--- src/rtl/alu_arbiter_if.sv ---
// Request, ALU and response signals of the two-requester ALU arbiter.
// The slave modport is the arbiter's view; master is the requesters/ALU/consumer side.
interface alu_arbiter_if #(
  parameter int WIDTH = 32,
  parameter int OPW   = 4
);
  logic             req0_valid;
  logic             req0_ready;
  logic [WIDTH-1:0] req0_a;
  logic [WIDTH-1:0] req0_b;
  logic [OPW-1:0]   req0_op;
  logic             req1_valid;
  logic             req1_ready;
  logic [WIDTH-1:0] req1_a;
  logic [WIDTH-1:0] req1_b;
  logic [OPW-1:0]   req1_op;
  logic [WIDTH-1:0] alu_a;
  logic [WIDTH-1:0] alu_b;
  logic [OPW-1:0]   alu_op;
  logic [WIDTH-1:0] alu_result;
  logic             alu_zero;
  logic             rsp_valid;
  logic             rsp_ready;
  logic             rsp_id;
  logic [WIDTH-1:0] rsp_result;
  logic             rsp_zero;
  logic             rsp_err;

  modport slave (
    input  req0_valid, req0_a, req0_b, req0_op,
    output req0_ready,
    input  req1_valid, req1_a, req1_b, req1_op,
    output req1_ready,
    output alu_a, alu_b, alu_op,
    input  alu_result, alu_zero,
    output rsp_valid, rsp_id, rsp_result, rsp_zero, rsp_err,
    input  rsp_ready
  );

  modport master (
    output req0_valid, req0_a, req0_b, req0_op,
    input  req0_ready,
    output req1_valid, req1_a, req1_b, req1_op,
    input  req1_ready,
    input  alu_a, alu_b, alu_op,
    output alu_result, alu_zero,
    input  rsp_valid, rsp_id, rsp_result, rsp_zero, rsp_err,
    output rsp_ready
  );
endinterface

--- src/rtl/alu_arbiter.sv ---
// Round-robin sharing of one combinational ALU between two requesters;
// one operation in flight, result returned on a tagged response channel.
module alu_arbiter #(
  parameter int WIDTH = 32,
  parameter int OPW   = 4
) (
  input  logic          clk,
  input  logic          reset_n,
  alu_arbiter_if.slave  bus
);
  localparam logic [OPW-1:0] OP_AND = OPW'(4'b0000);
  localparam logic [OPW-1:0] OP_OR  = OPW'(4'b0001);
  localparam logic [OPW-1:0] OP_ADD = OPW'(4'b0010);
  localparam logic [OPW-1:0] OP_SUB = OPW'(4'b0110);

  typedef enum logic [1:0] {IDLE, EXEC, RESP} state_t;

  state_t           state;
  state_t           state_next;
  logic             last_grant;
  logic             grant0;
  logic             grant1;
  logic             op_legal;
  logic             id_q;
  logic [WIDTH-1:0] a_q;
  logic [WIDTH-1:0] b_q;
  logic [OPW-1:0]   op_q;
  logic [WIDTH-1:0] result_q;
  logic             zero_q;
  logic             err_q;

  // With both valid, the requester not granted last time wins.
  always_comb begin
    grant0 = bus.req0_valid && (!bus.req1_valid || last_grant);
    grant1 = bus.req1_valid && (!bus.req0_valid || !last_grant);
  end

  always_comb begin
    op_legal = (op_q == OP_AND) || (op_q == OP_OR) ||
               (op_q == OP_ADD) || (op_q == OP_SUB);
  end

  always_ff @(posedge clk or negedge reset_n) begin
    if (!reset_n) state <= IDLE;
    else          state <= state_next;
  end

  always_comb begin
    state_next = state;
    case (state)
      IDLE:    if (grant0 || grant1) state_next = EXEC;
      EXEC:    state_next = RESP;
      RESP:    if (bus.rsp_ready) state_next = IDLE;
      default: state_next = IDLE;
    endcase
  end

  always_ff @(posedge clk or negedge reset_n) begin
    if (!reset_n) begin
      last_grant <= 1'b1;
      id_q       <= 1'b0;
      a_q        <= '0;
      b_q        <= '0;
      op_q       <= '0;
      result_q   <= '0;
      zero_q     <= 1'b0;
      err_q      <= 1'b0;
    end else begin
      case (state)
        IDLE: begin
          if (grant0 || grant1) begin
            id_q       <= grant1;
            last_grant <= grant1;
            a_q        <= grant1 ? bus.req1_a  : bus.req0_a;
            b_q        <= grant1 ? bus.req1_b  : bus.req0_b;
            op_q       <= grant1 ? bus.req1_op : bus.req0_op;
          end
        end
        EXEC: begin
          // Illegal ops still reach the ALU, but its output is discarded.
          result_q <= op_legal ? bus.alu_result : '0;
          zero_q   <= op_legal ? bus.alu_zero   : 1'b1;
          err_q    <= !op_legal;
        end
        default: ;
      endcase
    end
  end

  // Readys are forced low while reset is held, even though the state reads IDLE.
  assign bus.req0_ready = reset_n && (state == IDLE) && grant0;
  assign bus.req1_ready = reset_n && (state == IDLE) && grant1;

  assign bus.alu_a  = a_q;
  assign bus.alu_b  = b_q;
  assign bus.alu_op = op_q;

  assign bus.rsp_valid  = (state == RESP);
  assign bus.rsp_id     = id_q;
  assign bus.rsp_result = result_q;
  assign bus.rsp_zero   = zero_q;
  assign bus.rsp_err    = err_q;
endmodule

--- src/flat_wrapper.sv ---
// flat-port wrapper written by rule: the top's interface ports become plain ports
module alu_arbiter_flat 
#(
  parameter int WIDTH = 32,
  parameter int OPW   = 4
)
  (clk, reset_n, bus_req0_valid, bus_req0_a, bus_req0_b, bus_req0_op, bus_req0_ready, bus_req1_valid, bus_req1_a, bus_req1_b, bus_req1_op, bus_req1_ready, bus_alu_a, bus_alu_b, bus_alu_op, bus_alu_result, bus_alu_zero, bus_rsp_valid, bus_rsp_id, bus_rsp_result, bus_rsp_zero, bus_rsp_err, bus_rsp_ready);
  alu_arbiter_if #(.WIDTH(WIDTH), .OPW(OPW)) bus_i ();
  input  logic clk;
  input  logic reset_n;
  input wire logic [$bits(bus_i.req0_valid)-1:0] bus_req0_valid;
  input wire logic [$bits(bus_i.req0_a)-1:0] bus_req0_a;
  input wire logic [$bits(bus_i.req0_b)-1:0] bus_req0_b;
  input wire logic [$bits(bus_i.req0_op)-1:0] bus_req0_op;
  output wire logic [$bits(bus_i.req0_ready)-1:0] bus_req0_ready;
  input wire logic [$bits(bus_i.req1_valid)-1:0] bus_req1_valid;
  input wire logic [$bits(bus_i.req1_a)-1:0] bus_req1_a;
  input wire logic [$bits(bus_i.req1_b)-1:0] bus_req1_b;
  input wire logic [$bits(bus_i.req1_op)-1:0] bus_req1_op;
  output wire logic [$bits(bus_i.req1_ready)-1:0] bus_req1_ready;
  output wire logic [$bits(bus_i.alu_a)-1:0] bus_alu_a;
  output wire logic [$bits(bus_i.alu_b)-1:0] bus_alu_b;
  output wire logic [$bits(bus_i.alu_op)-1:0] bus_alu_op;
  input wire logic [$bits(bus_i.alu_result)-1:0] bus_alu_result;
  input wire logic [$bits(bus_i.alu_zero)-1:0] bus_alu_zero;
  output wire logic [$bits(bus_i.rsp_valid)-1:0] bus_rsp_valid;
  output wire logic [$bits(bus_i.rsp_id)-1:0] bus_rsp_id;
  output wire logic [$bits(bus_i.rsp_result)-1:0] bus_rsp_result;
  output wire logic [$bits(bus_i.rsp_zero)-1:0] bus_rsp_zero;
  output wire logic [$bits(bus_i.rsp_err)-1:0] bus_rsp_err;
  input wire logic [$bits(bus_i.rsp_ready)-1:0] bus_rsp_ready;
  assign bus_i.req0_valid = bus_req0_valid;
  assign bus_i.req0_a = bus_req0_a;
  assign bus_i.req0_b = bus_req0_b;
  assign bus_i.req0_op = bus_req0_op;
  assign bus_req0_ready = bus_i.req0_ready;
  assign bus_i.req1_valid = bus_req1_valid;
  assign bus_i.req1_a = bus_req1_a;
  assign bus_i.req1_b = bus_req1_b;
  assign bus_i.req1_op = bus_req1_op;
  assign bus_req1_ready = bus_i.req1_ready;
  assign bus_alu_a = bus_i.alu_a;
  assign bus_alu_b = bus_i.alu_b;
  assign bus_alu_op = bus_i.alu_op;
  assign bus_i.alu_result = bus_alu_result;
  assign bus_i.alu_zero = bus_alu_zero;
  assign bus_rsp_valid = bus_i.rsp_valid;
  assign bus_rsp_id = bus_i.rsp_id;
  assign bus_rsp_result = bus_i.rsp_result;
  assign bus_rsp_zero = bus_i.rsp_zero;
  assign bus_rsp_err = bus_i.rsp_err;
  assign bus_i.rsp_ready = bus_rsp_ready;
  alu_arbiter #(.WIDTH(WIDTH), .OPW(OPW)) u_core (.clk(clk), .reset_n(reset_n), .bus(bus_i));
endmodule
--- config.mk ---
export PLATFORM = sky130hd
export DESIGN_NAME = alu_arbiter_flat
export DESIGN_NICKNAME = d
export VERILOG_FILES = /design/src/rtl/alu_arbiter_if.sv /design/src/rtl/alu_arbiter.sv /design/src/flat_wrapper.sv
export SDC_FILE = /design/constraint.sdc
export NUM_CORES = 1
export LEC_CHECK = 0
export BUFFER_PORTS_ARGS = -buffer_cell sky130_fd_sc_hd__buf_2
export CAP_MARGIN = 20
export CORE_MARGIN = 2
export CORE_UTILIZATION = 40
export CTS_BUF_LIST = sky130_fd_sc_hd__clkbuf_8 sky130_fd_sc_hd__clkbuf_16
export DETAILED_ROUTE_END_ITERATION = 8
export GPL_TIMING_DRIVEN = 1
export PLACE_DENSITY = 0.72
export SETUP_SLACK_MARGIN = 0.3
export SLEW_MARGIN = 30
export SYNTH_ARGS = -nofsm -noshare
export SYNTH_HDL_FRONTEND = slang
export SYNTH_SLANG_ARGS = --single-unit
--- constraint.sdc ---
create_clock -name clk -period 4.6 [get_ports clk]
set_input_delay 0.46 -clock clk [delete_from_list [all_inputs] [get_ports clk]]
set_output_delay 0.46 -clock clk [all_outputs]
set_load 0.02 [all_outputs]
==> flow_summary.yaml, run 1 <==
clocking:
  postCtsHoldBufs: 0
  post_cts_resize_count: 0
  numCtsBuffers: 9
  cts_max_level: 3
  clock-sinks: 106
  clock_path_buffers: 2
  post_cts_buffers: 0
  cts_tree: "done"
  root_buffer: "clkbuf_16"
  insertion_delay_ps: 340
  clkTransAtPathRegs_ps: 70
power:
  power-per-cell-area_nw_per_um2: 687
  leakagePower_nw: 3.90
  ir_drop_mv: 0.292
synth:
  ys_seq_elements: 106
  synth_warnings: 0
  ys_types: 22
  syn_nets: 494
  synth-seq-area-share: 0.495
  syn_inst: 320
  avgSynthCellArea_um2: 16.8
  syn_area_um2: 5360
floorplanning:
  fp.dieH_um: 120
  rows: 42
  core-area_um2: 13200
  io_pins: 280
  fp.dieArea_um2: 14300
  dieWidth_um: 120
  initial_core_util: 0.406
route:
  antenna_left: 0
  via_count: 3700
  drt_wl_total_mm: 12.8
  drtIter0Drc: 148
  route.detailed.drc: 0
  vias_per_cell: 4.78
  dr.pass1.iters: 6
  wire_per_inst_um: 16.6
worst_setup_path:
  arrival_ps: 2250
  cp-start-kind: "flip-flop"
  cp_data_required_time_ps: 4140
  worst_setup_path_end_kind: "output port"
  worstPathMaxFanout: 42
  path_class: "flip-flop to output port"
grt:
  antenna_found_initial: 0
  track_usage: 0.176
  grt_pass1_vias: 3862
  grt_pass1_wl_mm: 19.9
  gr-total-overflow: 0
  grt_max_degree: 65
timing:
  setup_violations: 0
  maxSlewHeadroom: 0.404
  fin_hold_ws_ps: 192
  drv_slew: 0
  fin_skew_ps: 10.6
  layout_worst_path_cycle_share: 0.589
  fmax_mhz: 369
  rsz0062_at_grt: "no"
  fin_crit_ps: 2710
  hold_violations: 0
  tightest_slew_ps: 894
  tns_ps: 0
flow_run:
  maxCapViolCount: 0
cells_and_area:
  ff_latch_area_um2: 2650
  area_growth_pct: 32.5
  nets: 768
  drive_gt1_frac: 0.737
  nFillCells: 1130
  antennaDiodeCount: 0
  multiInputGateArea_um2: 2460
placed_design:
  port_buffers: 279
  place_hpwl_mm: 9.60
  place.gp.congestion: 0.771
outcome:
  status: "complete, no violations"
worst_hold_path:
  hold_path.class: "primary input to async pin"
area by class of cell:
type                            count  share of cell area
Tap cell                          176              0.0310
Clock buffer                       10              0.0336
Inverter                            6             0.00317
Timing Repair Buffer              286               0.207
Clock inverter                      5             0.00564
Sequential cell                   106               0.374
Multi-Input combinational cell    185               0.346
critical path, stage by stage (launching register included):
cell and delay, ps:
dfstp_2 560, a21bo_4 700, buf_4 420, nor2_1 60, buf_2 160
logic make-up (layout without fill, tap and decap cells):
family | after synthesis | in the layout | share of synthesized area
buffers and inverters | 29 | 307 | 0.0490
AO/OA/AOI/OAI | 42 | 42 | 0.0688
flip-flops | 106 | 106 | 0.495
AND/OR/NAND/NOR | 7 | 7 | 0.00630
multiplexers | 136 | 136 | 0.381
state kept, by name, summed over array words and instances (netlist names):
register / flops
u_core.bus.alu_a: 32
u_core.bus.alu_b: 32
u_core.bus.rsp_result: 32
u_core.bus.alu_op: 4
u_core.state: 2
u_core.bus.rsp_err: 1
u_core.bus.rsp_id: 1
u_core.bus.rsp_zero: 1
u_core.last_grant: 1
report_power, final:
part	switching (mW)	total (mW)	leakage [nW]	internal, mW
sequential	0.271	1.65	1.29	1.38
clock	0.342	0.724	0.127	0.382
combinational	1.26	2.50	2.48	1.24
worst paths after layout:
check                                                  from                                     to  slack, ps  cells after the start
hold / removal                                      reset_n  u_core.bus.rsp_result[15]$_DFFE_PN0N_        190                      1
setup / recovery              u_core.last_grant$_DFFE_PN1P_                         bus_req1_ready       1890                      4
min in group clk                              bus_rsp_ready            u_core.state[1]$_DFFE_PN0P_        320                      2
max in group asynchronous                           reset_n       u_core.bus.alu_b[30]$_DFFE_PN0P_       3320                      2
hold reg to reg            u_core.bus.alu_a[12]$_DFFE_PN0P_       u_core.bus.alu_a[12]$_DFFE_PN0P_        500                      1
setup reg to reg              u_core.last_grant$_DFFE_PN1P_       u_core.bus.alu_a[20]$_DFFE_PN0P_       2160                      4
synthesized netlist by cell type:
cell / number / area, µm²
a21oi_1: 2 / 10.0
buf_6: 1 / 11.3
nand2_1: 1 / 3.75
o32ai_1: 1 / 8.76
nor2b_1: 1 / 6.26
o21a_2: 1 / 8.76
mux2_4: 136 / 2040
a2111oi_4: 1 / 27.5
inv_1: 6 / 22.5
nor2_1: 3 / 11.3
dfrtp_1: 105 / 2630
buf_4: 7 / 52.6
buf_12: 7 / 140
buf_2: 5 / 25.0
a22o_1: 32 / 280
o21ai_0: 2 / 10.0
dfstp_2: 1 / 26.3
a21bo_1: 1 / 10.0
a22oi_1: 1 / 7.51
nand2b_1: 2 / 12.5
a31oi_1: 1 / 6.26
clkbuf_1: 3 / 11.3
stage by stage:
step	instance area, µm²	std cells	power (mW)	setup slack, ps	util
6_report	7100	774	4.88	1890	0.539
5_1_grt	7100	774	5.14	1750	0.539
4_1_cts	7100	774	4.93	1840	0.539
3_5_place_dp	6830	759	4.19	2050	0.517
3_3_place_gp	6800	758	4.09	2130	0.515
2_1_floorplan	5360	320	3.46	2900	-
layout by cell type (no fill, tap or decap):
cell type / n
buf_2: 278
mux2_4: 136
dfrtp_1: 105
a22o_1: 32
clkbuf_16: 9
buf_4: 7
inv_1: 6
nor2_1: 3
clkinvlp_4: 3
o21ai_0: 2
nand2b_1: 2
a21oi_1: 2
nand2_1: 1
a21bo_4: 1
o21a_4: 1
nor2b_1: 1
a2111oi_4: 1
a22oi_1: 1
a31oi_1: 1
o32ai_1: 1
clkinv_4: 1
clkbuf_8: 1
inv_6: 1
buf_16: 1
dfstp_2: 1
metal layers:
metal	track usage	vias to the layer above	wire length (µm)
met3	0.0361	22	866
met4	0.0706	0	286
met5	0	-	0
met1	0.219	1789	5280
li1	-	1715	-
met2	0.300	174	6410
Note: power is estimated with default switching activity, not from simulation.
==> inputs of run 2 (changes only) <==
ABC_AREA = 1   (was not set)
clock period = 2.7 ns   (was 4.6 ns; I/O delays follow)
==> flow_summary.yaml, run 2 <==
outcome:
  status: "complete, no violations"
flow_run:
  maxCapViolCount: 0
worst_hold_path:
  hold_path.class: "primary input to async pin"
synth:
  synth_warnings: 0
  ys_types: 20
  ys.flop_type: "dfrtp_1"
  yosys.area.top_type: "dfrtp_1"
  async_flop_share: 1.00
  ys_top_cells_by_count: "nand2_1 (278), dfrtp_1 (105), nand3_1 (100), inv_1 (79), nand3b_1 (68)"
  ys_seq_elements: 106
  synth_top_area_frac: 0.494
  synth_area_leaders: "dfrtp_1 (49%), nand2_1 (20%), nand3b_1 (9.6%)"
  synth_xor_area_frac: 0
  synth-edff-count: 0
  synth-seq-area-share: 0.499
  synth_fa_ha_area_frac: 0
  synth.most_common_cell: "nand2_1"
  syn_area_um2: 5320
  syn_inst: 694
  synth_simple_gate_area_frac: 0.402
  synth_top_family_by_area: "simple AND/OR/NAND/NOR gates"
  muxShareOfSynthArea: 0
  synth-compound-area-share: 0.00282
  syn_nets: 868
  avgSynthCellArea_um2: 7.67
worst_setup_path:
  r2r_end: "u_core.bus.alu_a[21]$_DFFE_PN0P_"
  arrival_ps: 1720
  regToRegSetupSlack_ps: 790
  cp_data_required_time_ps: 2430
  ff2ff_path_depth: 6
  worst_setup_path_end_kind: "output port"
  worstPathMaxFanout: 20
  cp-start-kind: "flip-flop"
  path_class: "flip-flop to output port"
  timing.rr.start: "u_core.last_grant$_DFFE_PN1P_"
clocking:
  clkTransAtPathRegs_ps: 70
  root_buffer: "clkbuf_16"
  clock-sinks: 106
  post_cts_resize_count: 0
  clock_path_buffers: 2
  cts_max_level: 3
  postCtsHoldBufs: 0
  post_cts_buffers: 0
  cts_tree: "done"
  numCtsBuffers: 9
  insertion_delay_ps: 340
floorplanning:
  dieWidth_um: 119
  io_pins: 280
  fp.dieH_um: 119
  fp.dieArea_um2: 14200
  core-area_um2: 13100
  rows: 42
  initial_core_util: 0.405
power:
  finalPower_mw: 7.77
  power-per-cell-area_nw_per_um2: 1090
  leakagePower_nw: 4.32
  ir_drop_mv: 0.397
cells_and_area:
  antennaDiodeCount: 0
  drive_gt1_frac: 0.328
  fin_area_um2: 7130
  final_cell_mix: "nand2_1 (278), buf_2 (278), dfrtp_1 (105)"
  nets: 1125
  final_util: 0.543
  nFillCells: 1318
  area_growth_pct: 34.1
  final_cells: 1132
route:
  antenna_left: 0
  drtIter0Drc: 310
  vias_per_cell: 4.69
  wire_per_inst_um: 13.7
  drt_wl_total_mm: 15.5
  via_count: 5304
  dr.pass1.iters: 4
  route.detailed.drc: 0
grt:
  grt_pass1_vias: 5021
  grt_max_degree: 107
  met3_usage: 0.0560
  antenna_found_initial: 1
  gr-total-overflow: 0
  use_met2: 0.354
  top_usage_layer: "met2"
  track_usage: 0.214
  grt_pass1_wl_mm: 24.3
  met1_usage: 0.267
placed_design:
  port_buffers: 279
  dpl_cell_area_um2: 6830
  place.gp.congestion: 0.835
  place_hpwl_mm: 10.7
  place_ws_ps: 770
  dp_cells: 1116
timing:
  setup_violations: 0
  layout_worst_path_cycle_share: 0.738
  tns_ps: 0
  setup_ws_ps: 708
  drv_slew: 0
  maxSlewHeadroom: 0.432
  fin_crit_ps: 1990
  tightest_slew_ps: 851
  fin_skew_ps: 8.58
  rsz0062_at_grt: "no"
  hold_violations: 0
  fmax_mhz: 502
  fin_hold_ws_ps: 9.68
run 2: cell type report:
| type | instances | area [µm²] | area share |
|---|---|---|---|
| clock inverters | 5 | 48.8 | 0.00684 |
| flip-flops and latches | 106 | 2650 | 0.372 |
| well taps | 176 | 220 | 0.0309 |
| inverters | 80 | 300 | 0.0421 |
| clock buffers | 11 | 253 | 0.0354 |
| multi-input cells | 463 | 2150 | 0.302 |
| repair buffers | 291 | 1500 | 0.211 |
run 2: cell families after synthesis:
kind of cell	Yosys count
and+or+nand+nor	460
AOI/OAI and AO/OA	3
DFF	106
buffers and inverters	125
run 2: worst max-delay path, stage by stage (launching register included):
cell and delay [ps]:
dfrtp_1 370, inv_1 100, nand2_1 120, nor2_4 110, buf_4 250, nand3_2 120, nor2_1 120, buf_2 200
run 2: where the power goes:
group          leakage [nW]  total, mW  switching (mW)  internal (mW)
Sequential             1.32       2.69           0.392           2.30
Clock                 0.156       1.32           0.557          0.760
Combinational          2.85       3.76            2.55           1.21
Total                  4.32       7.77            3.50           4.27
run 2: worst max-delay path by stage:
stage,from,endpoint,slack (ps),cells after the start
after floorplan,u_core.state[1]$_DFFE_PN0P_,bus_req1_ready,1210,6
after global placement,u_core.last_grant$_DFFE_PN1P_,u_core.bus.alu_a[25]$_DFFE_PN0P_,800,6
after detailed placement,u_core.last_grant$_DFFE_PN1P_,u_core.bus.alu_a[25]$_DFFE_PN0P_,770,6
after CTS,u_core.state[1]$_DFFE_PN0P_,bus_req1_ready,690,7
after global routing,u_core.state[1]$_DFFE_PN0P_,bus_req1_ready,570,7
final,u_core.state[1]$_DFFE_PN0P_,bus_req1_ready,710,7
run 2: per-layer routing:
metal | part of all wire | wire length (µm)
met1 | 0.42 | 6560
met2 | 0.47 | 7200
met3 | 0.084 | 1300
met4 | 0.026 | 403
met5 | 0.00065 | 10
==> inputs of run 3 (changes only) <==
PLACE_DENSITY = 0.75   (was 0.72)
clock period = 1.8 ns   (was 2.7 ns; I/O delays follow)
==> flow_summary.yaml, run 3 (synthesis results as in run 2) <==
floorplanning:
  fp.dieArea_um2: 14200
  initial_core_util: 0.405
  fp.dieH_um: 119
  core-area_um2: 13100
  dieWidth_um: 119
  io_pins: 280
  rows: 42
placed_design:
  place.gp.congestion: 0.852
  port_buffers: 279
  dp_cells: 1121
  place_ws_ps: 429
  place_hpwl_mm: 11.3
clocking:
  root_buffer: "clkbuf_16"
  clkTransAtPathRegs_ps: 70
  cts_tree: "done"
  numCtsBuffers: 9
  insertion_delay_ps: 350
  cts_max_level: 3
  clock-sinks: 106
  clock_path_buffers: 2
route:
  via_count: 5414
  dr.pass1.iters: 5
  route.detailed.drc: 0
  wire_per_inst_um: 14.0
  drt_wl_total_mm: 16.0
  antenna_left: 0
  drtIter0Drc: 322
  vias_per_cell: 4.73
timing:
  tns_ps: 0
  rsz0062_at_grt: "yes"
  drv_slew: 0
  setup_ws_ps: 263
  fmax_mhz: 651
  tightest_slew_ps: 602
  setup_violations: 0
  fin_crit_ps: 1540
  layout_worst_path_cycle_share: 0.854
  maxSlewHeadroom: 0.599
  hold_violations: 0
  fin_hold_ws_ps: 32.0
  fin_skew_ps: 11.2
cells_and_area:
  nets: 1137
  area_growth_pct: 37.8
  final_cell_mix: "nand2_1 (277), buf_2 (276), dfrtp_1 (105)"
  layout.cells.most_common: "nand2_1"
  drive_gt1_frac: 0.344
  final_cells: 1145
grt:
  track_usage: 0.219
  antenna_found_initial: 1
  grt_pass1_wl_mm: 25.1
  grt_max_degree: 107
  grt_pass1_vias: 5135
  gr-total-overflow: 0
power:
  switchingPower_mw: 5.44
  power-per-cell-area_nw_per_um2: 1620
  p_comb_frac: 0.501
  p_int_mw: 6.42
  leakagePower_nw: 4.39
  p_clk_frac: 0.157
  seq_power_share: 0.342
  swShare: 0.459
  finalPower_mw: 11.9
  ir_drop_mv: 0.690
worst_setup_path:
  r2r_end: "u_core.bus.alu_b[15]$_DFFE_PN0P_"
  ff2ff_path_depth: 7
  regToRegSetupSlack_ps: 350
  path_class: "flip-flop to output port"
  cp_data_required_time_ps: 1620
  cp-start-kind: "flip-flop"
  worstPathMaxFanout: 3
  timing.rr.start: "u_core.last_grant$_DFFE_PN1P_"
  worst_setup_path_end_kind: "output port"
  arrival_ps: 1360
worst_hold_path:
  holdPathEnd: "u_core.state[1]$_DFFE_PN0P_"
  hold_depth: 2
  min-delay-start: "bus_rsp_ready"
  hold_path.class: "primary input to flip-flop"
outcome:
  status: "complete, no violations"
flow_run:
  maxCapViolCount: 0
-- run 3: cell types whose count changed in the layout (fill, tap and decap cells not counted), sizes merged --
cell	previous run	this run
buf	291	301
clkinv	0	2
clkinvlp	1	3
bufinv	1	0
clkbuf	11	10
diode	0	1
dlygate4sd3	0	1
inv	83	82
-- run 3: power by group through the flow --
stage | clock, mW | combinational, mW | sequential [mW]
finish | 1.86 | 5.94 | 4.05
global route | 2.01 | 6.53 | 4.18
CTS | 1.91 | 5.94 | 4.05
detailed placement | 0 | 5.86 | 4.05
global placement | 0 | 5.74 | 4.06
floorplan | 0 | 2.51 | 5.27
-- run 3: worst max path at each step --
stage | start | endpoint | slack (ps) | depth (start not counted)
final | u_core.last_grant$_DFFE_PN1P_ | bus_req1_ready | 260 | 5
after CTS | u_core.last_grant$_DFFE_PN1P_ | bus_req1_ready | 250 | 5
after floorplan | u_core.state[1]$_DFFE_PN0P_ | bus_req1_ready | 400 | 6
after global routing | u_core.last_grant$_DFFE_PN1P_ | bus_req1_ready | 220 | 5
after detailed placement | u_core.last_grant$_DFFE_PN1P_ | u_core.bus.alu_a[14]$_DFFE_PN0P_ | 430 | 6
after global placement | u_core.state[1]$_DFFE_PN0P_ | u_core.bus.alu_op[2]$_DFFE_PN0P_ | 470 | 6
-- run 3: cell type report --
cell class | count | area (µm²)
tap | 176 | 220
multi-input combinational | 463 | 2190
fill | 1289 | 5810
inverter | 80 | 300
sequential | 106 | 2650
antenna | 1 | 2.50
timing repair buffer | 303 | 1680
clock buffer | 9 | 225
clock inverter | 7 | 53.8
-- run 3: critical path: stages, from the launching register on --
cell and delay [ps]:
dfstp_2 580, nand2_4 70, buf_12 120, nand3_4 80
nor2_2 40, buf_6 130
-- run 3: metal layers --
metal | up-vias | part of all wire | routed length, µm | track usage
met1 | 2475 | 0.42 | 6820 | 0.277
met2 | 231 | 0.48 | 7730 | 0.368
li1 | 2685 | - | - | -
met4 | 0 | 0.024 | 383 | 0.0853
met5 | - | 0 | 0 | 0
met3 | 23 | 0.070 | 1120 | 0.0469
-- run 3: what timing repair did --
action | in CTS | in global routing
gates cloned | 0 | 1
pin swaps | 2 | 4
resized for setup | 9 | 10
hold buffers | 1 | 0
endpoints found under the hold margin | 105 | 0
setup endpoints to repair | 2 | 65
setup buffers | 4 | 1
-- run 3: per-stage QoR --
step,cell area [µm²],util
global route,7330,0.558
global placement,6910,0.526
floorplan,5320,-
CTS,7260,0.552
finish,7330,0.558
detailed placement,6910,0.526
